--- src/rtl/social_pkg.sv ---
// Shared encodings and defaults for the social-battery block and the upstream mood FSM.
package social_pkg;

   typedef enum logic [1:0] {
      MoodHappy     = 2'b00,
      MoodAwkward   = 2'b01,
      MoodVeryHappy = 2'b10,
      MoodInvalid   = 2'b11
   } mood_e;

   typedef enum logic [1:0] {
      StNormal   = 2'b00,
      StLow      = 2'b01,
      StBreakReq = 2'b10,
      StRecharge = 2'b11
   } state_e;

   localparam int unsigned LevelW         = 4;
   localparam int unsigned DefMaxLevel    = 15;
   localparam int unsigned DefLowThresh   = 4;
   localparam int unsigned DefResumeLevel = 12;
   localparam int unsigned DefDrainDiv    = 2;

endpackage

--- src/rtl/social_drain_tick.sv ---
// Drain prescaler: emits one tick every DRAIN_DIV enabled cycles, clears whenever disabled.
module social_drain_tick
   import social_pkg::*;
#(
   parameter int unsigned DRAIN_DIV = DefDrainDiv
) (
   input  logic clk,
   input  logic reset,
   input  logic enable,
   output logic tick
);

   localparam int unsigned CntW = (DRAIN_DIV > 1) ? $clog2(DRAIN_DIV) : 1;
   localparam logic [CntW-1:0] Last = CntW'(DRAIN_DIV - 1);

   logic [CntW-1:0] cnt_q, cnt_d;

   assign tick = enable && (cnt_q == Last);

   always_comb begin
      cnt_d = cnt_q + 1'b1;
      if (!enable || tick) begin
         cnt_d = '0;
      end
   end

   always_ff @(posedge clk or negedge reset) begin
      if (!reset) begin
         cnt_q <= '0;
      end else begin
         cnt_q <= cnt_d;
      end
   end

endmodule

--- src/rtl/social_battery.sv ---
// Social-battery level tracker: drains while awkward, charges while very happy or recharging,
// and requests a break once the battery is flat.
module social_battery
   import social_pkg::*;
#(
   parameter int unsigned MAX_LEVEL    = DefMaxLevel,
   parameter int unsigned LOW_THRESH   = DefLowThresh,
   parameter int unsigned RESUME_LEVEL = DefResumeLevel,
   parameter int unsigned DRAIN_DIV    = DefDrainDiv
) (
   input  logic                clk,
   input  logic                reset,
   input  logic [1:0]          mood,
   input  logic                break_ack,
   output logic [LevelW-1:0]   level,
   output logic                low_warn,
   output logic                break_req,
   output logic                mood_err
);

   localparam logic [LevelW-1:0] MaxLvl    = LevelW'(MAX_LEVEL);
   localparam logic [LevelW-1:0] LowLvl    = LevelW'(LOW_THRESH);
   localparam logic [LevelW-1:0] ResumeLvl = LevelW'(RESUME_LEVEL);

   state_e            state_q, state_d;
   logic [LevelW-1:0] level_q, level_d;
   logic              mood_err_q;
   logic              drain_en;
   logic              tick;
   mood_e             mood_v;

   assign mood_v = mood_e'(mood);
   // Prescaler is held clear during recharge so drain restarts from a full period afterwards.
   assign drain_en = (mood_v == MoodAwkward) && (state_q != StRecharge);

   social_drain_tick #(
      .DRAIN_DIV (DRAIN_DIV)
   ) u_drain_tick (
      .clk    (clk),
      .reset  (reset),
      .enable (drain_en),
      .tick   (tick)
   );

   always_comb begin
      level_d = level_q;
      if (state_q == StRecharge) begin
         if (level_q != MaxLvl) level_d = level_q + 1'b1;
      end else begin
         case (mood_v)
            MoodAwkward: begin
               if (tick && (level_q != '0)) level_d = level_q - 1'b1;
            end
            MoodVeryHappy: begin
               if (level_q != MaxLvl) level_d = level_q + 1'b1;
            end
            default: ;
         endcase
      end
   end

   always_comb begin
      state_d = state_q;
      case (state_q)
         StNormal:   if (level_q <= LowLvl) state_d = StLow;
         StLow: begin
            if (level_q == '0)         state_d = StBreakReq;
            else if (level_q > LowLvl) state_d = StNormal;
         end
         StBreakReq: if (break_ack) state_d = StRecharge;
         StRecharge: if (level_q >= ResumeLvl) state_d = StNormal;
         default:    state_d = StNormal;
      endcase
   end

   always_ff @(posedge clk or negedge reset) begin
      if (!reset) begin
         state_q    <= StNormal;
         level_q    <= MaxLvl;
         mood_err_q <= 1'b0;
      end else begin
         state_q    <= state_d;
         level_q    <= level_d;
         mood_err_q <= mood_err_q | (mood_v == MoodInvalid);
      end
   end

   assign level     = level_q;
   assign low_warn  = (state_q == StLow);
   assign break_req = (state_q == StBreakReq);
   assign mood_err  = mood_err_q;

endmodule
--- config.mk ---
export PLATFORM = sky130hd
export DESIGN_NAME = social_battery
export DESIGN_NICKNAME = d
export VERILOG_FILES = /design/src/rtl/social_pkg.sv /design/src/rtl/social_drain_tick.sv /design/src/rtl/social_battery.sv
export SDC_FILE = /design/constraint.sdc
export NUM_CORES = 1
export LEC_CHECK = 0
export CAP_MARGIN = 20
export CELL_PAD_IN_SITES_DETAIL_PLACEMENT = 2
export CELL_PAD_IN_SITES_GLOBAL_PLACEMENT = 2
export CORE_MARGIN = 2
export CORE_UTILIZATION = 28
export CTS_CLUSTER_SIZE = 28
export DETAILED_ROUTE_END_ITERATION = 12
export HOLD_SLACK_MARGIN = 0.02
export PLACE_DENSITY = 0.74
export SLEW_MARGIN = 5
export SYNTH_ARGS = -nofsm -noshare
export SYNTH_HDL_FRONTEND = slang
export SYNTH_SLANG_ARGS = --single-unit
--- constraint.sdc ---
create_clock -name clk -period 2.2 [get_ports clk]
set_input_delay 0.66 -clock clk [delete_from_list [all_inputs] [get_ports clk]]
set_output_delay 0.66 -clock clk [all_outputs]
set_load 0.005 [all_outputs]
==> reports/qor.yml <==
run_status:
  status: "completed"
final_layout:
  fillers: 237
  layoutNonFillerInstCount: 107
  num-nets-final: 88
  final_util: 0.397
  antennaDiodeCount: 0
  synthToLayoutAreaGrowth_pct: 36.8
  drive_above_1_share: 0.238
hold_path:
  hold_path.class: "flop to flop"
  holdPathStages: 1
  min_to: "u_drain_tick.cnt_q"
  hp-start: "u_drain_tick.cnt_q"
floorplan:
  io_pins: 12
  fp.dieW_um: 48.6
  design.die.area_um2: 2370
  core-area_um2: 1920
  start_util: 0.290
  die_y_um: 48.6
  rows: 16
detailed_routing:
  ant_nets: 0
  first_pass_iters: 4
  viasPerCell: 5.36
  vias: 573
  drt_wl_total_mm: 1.79
  wl_per_cell_um: 16.7
  drc: 0
  drt_iter0_drc: 5
power_and_ir_drop:
  power_leakage_nw: 0.298
  p_seq_frac: 0.307
  intPower_mw: 0.623
  share_comb_of_total_power: 0.576
  p_per_area_nw_per_um2: 1420
  switchingPower_mw: 0.463
  vdd_drop_max_v: 0.000633
  switching_share: 0.426
  clkPwrFrac: 0.117
grt:
  grt_pass1_wl_mm: 3.15
  track_usage: 0.181
  antenna_found_initial: 0
  grt_max_degree: 13
  grt_pass1_vias: 647
  gr-total-overflow: 0
critical_path:
  r2r-end: "level[1]"
  r2r_cells: 6
  cp-end-kind: "output port"
  cp.arrival_ns: 1.43
  crit_fanout: 7
  start_kind: "flop"
  path_class: "flop to output port"
  rrSetupSlack_ns: 0.22
  cp.required_ns: 1.54
  reg2reg_from: "level[0]"
logic_synthesis:
  yosysSeqAreaShare: 0.368
  synth_area_leader_cell: "dfstp_2"
  avgSynthCellArea_um2: 9.15
  ys_top_cells_by_area: "dfstp_2 (19%), dfrtp_1 (18%), ha_1 (4.5%)"
  syn-cell-area_um2: 558
  ys_types: 34
  synth_top_area_share: 0.188
  yosys_warnings: 0
  synth_nets: 68
  synth_cells: 61
  synth_seq_cells: 8
clock_tree:
  hold_buffers: 0
  clkTransAtPathRegs_ns: 0.06
  cts_buffers: 3
  h-tree-depth: 1
  cts.sinks: 8
  cts_tree: "yes"
  insertion_delay_ns: 0.26
  clock_path_buffers: 2
  root_buffer: "clkbuf_4"
flow_run:
  maxCapViolations: 0
timing:
  slew_headroom: 0.682
  period_share: 0.949
  period_minus_slack_ns: 2.09
  fin_worst_skew_ns: 0.00336
  drv_slew: 0
  fmax_mhz: 479
  tightest_slew_ns: 0.473
  hold_viol: 0
  grt_setup_unrepaired: "false"
  setup_viol: 0
placement:
  port_buffers: 11
  dp_cells: 103
  place_hpwl_mm: 1.40
  place_congestion: 0.718
## cells by family (layout without fill, tap and decap cells)
logic type               Yosys count  in the layout  synth area share
AO/OA/AOI/OAI                     22             22             0.307
adder cells (fa/ha/maj)            2              2            0.0448
XOR/XNOR                           1              1            0.0157
buffers and inverters              6             25            0.0404
flip-flops                         8              8             0.368
AND/OR/NAND/NOR                   22             22             0.224
## worst max-delay path, stage by stage, from the launching register on
cell and delay [ns]:
dfrtp_1 0.45, nor2b_1 0.19, clkdlybuf4s50_1 0.53
## routing by layer
metal / routed length (um) / share of wire / vias up / track usage
li1: - / - / 268 / -
met1: 762 / 0.43 / 288 / 0.201
met2: 936 / 0.52 / 13 / 0.313
met3: 31 / 0.017 / 4 / 0.0278
met4: 61 / 0.034 / 0 / 0.129
met5: 0 / 0 / - / 0
## power groups by stage
stage | registers (mW) | clock network (mW) | logic [mW]
finish | 0.333 | 0.127 | 0.626
global route | 0.349 | 0.145 | 0.696
CTS | 0.333 | 0.134 | 0.633
detailed placement | 0.334 | 0 | 0.625
global placement | 0.330 | 0 | 0.600
floorplan | 0.311 | 0 | 0.390
## final cells by class
| class | instances | area [um^2] | area share |
|---|---|---|---|
| Clock buffer | 4 | 26.3 | 0.0344 |
| Timing Repair Buffer | 16 | 148 | 0.193 |
| Inverter | 5 | 18.8 | 0.0246 |
| Sequential cell | 8 | 206 | 0.270 |
| Multi-Input combinational cell | 47 | 330 | 0.433 |
| Tap cell | 27 | 33.8 | 0.0443 |
## Yosys cell counts
cell	instances
nor4b_1	1
o211ai_1	1
o22ai_1	1
or2_2	1
nand3_1	1
a21oi_1	3
a2111oi_2	1
clkbuf_1	1
a211oi_1	1
o221a_2	1
a31oi_1	1
a221oi_1	2
a22oi_1	1
nand2_1	5
xnor2_1	1
nand2b_1	1
nand3b_1	2
a31o_2	1
a32o_1	1
inv_1	5
o21ai_0	5
o32ai_2	1
o22a_2	1
nor2b_1	3
ha_1	2
nor3b_1	1
nor2_1	3
and2_1	1
and3_1	1
dfrtp_1	4
or3b_1	1
a21o_1	1
dfstp_2	4
nor4_1	1
## stage by stage
stage / setup slack (ns) / cell area (um^2) / TNS, ns / hold slack [ns] / power (mW)
finish: 0.112 / 763 / 0 / 0.443 / 1.09
global route: 0.0427 / 763 / 0 / 0.474 / 1.19
CTS: 0.0464 / 762 / 0 / 0.451 / 1.10
detailed placement: -0.0700 / 736 / -0.0700 / 0.440 / 0.960
global placement: -0.0304 / 736 / -0.0304 / 0.438 / 0.930
floorplan: 0.481 / 558 / 0 / 0.364 / 0.700
## worst max path at each step
stage,start,endpoint
final,state_q[0],break_req
after global routing,state_q[0],break_req
after CTS,flop,break_req
after detailed placement,mood[1],level[1]
after global placement,mood[1],level[1]
after floorplan,level[0],level[1]
## cell usage in the layout (no fill, tap or decap), types with 2 or more instances in the layout
cell             count
inv_1                5
a21oi_1              3
buf_4                5
nor2b_1              3
nand2_1              5
dfstp_2              4
a221oi_1             2
nand3b_1             2
clkdlybuf4s50_1     11
nor2_1               3
clkbuf_4             3
o21ai_0              5
ha_1                 2
dfrtp_1              3
## timing repair
item                       4_1_cts  5_1_grt
setup buffers                    0        0
setup endpoints to repair        0        1
resized for setup                0        1
(Power assumes the default switching activity.)
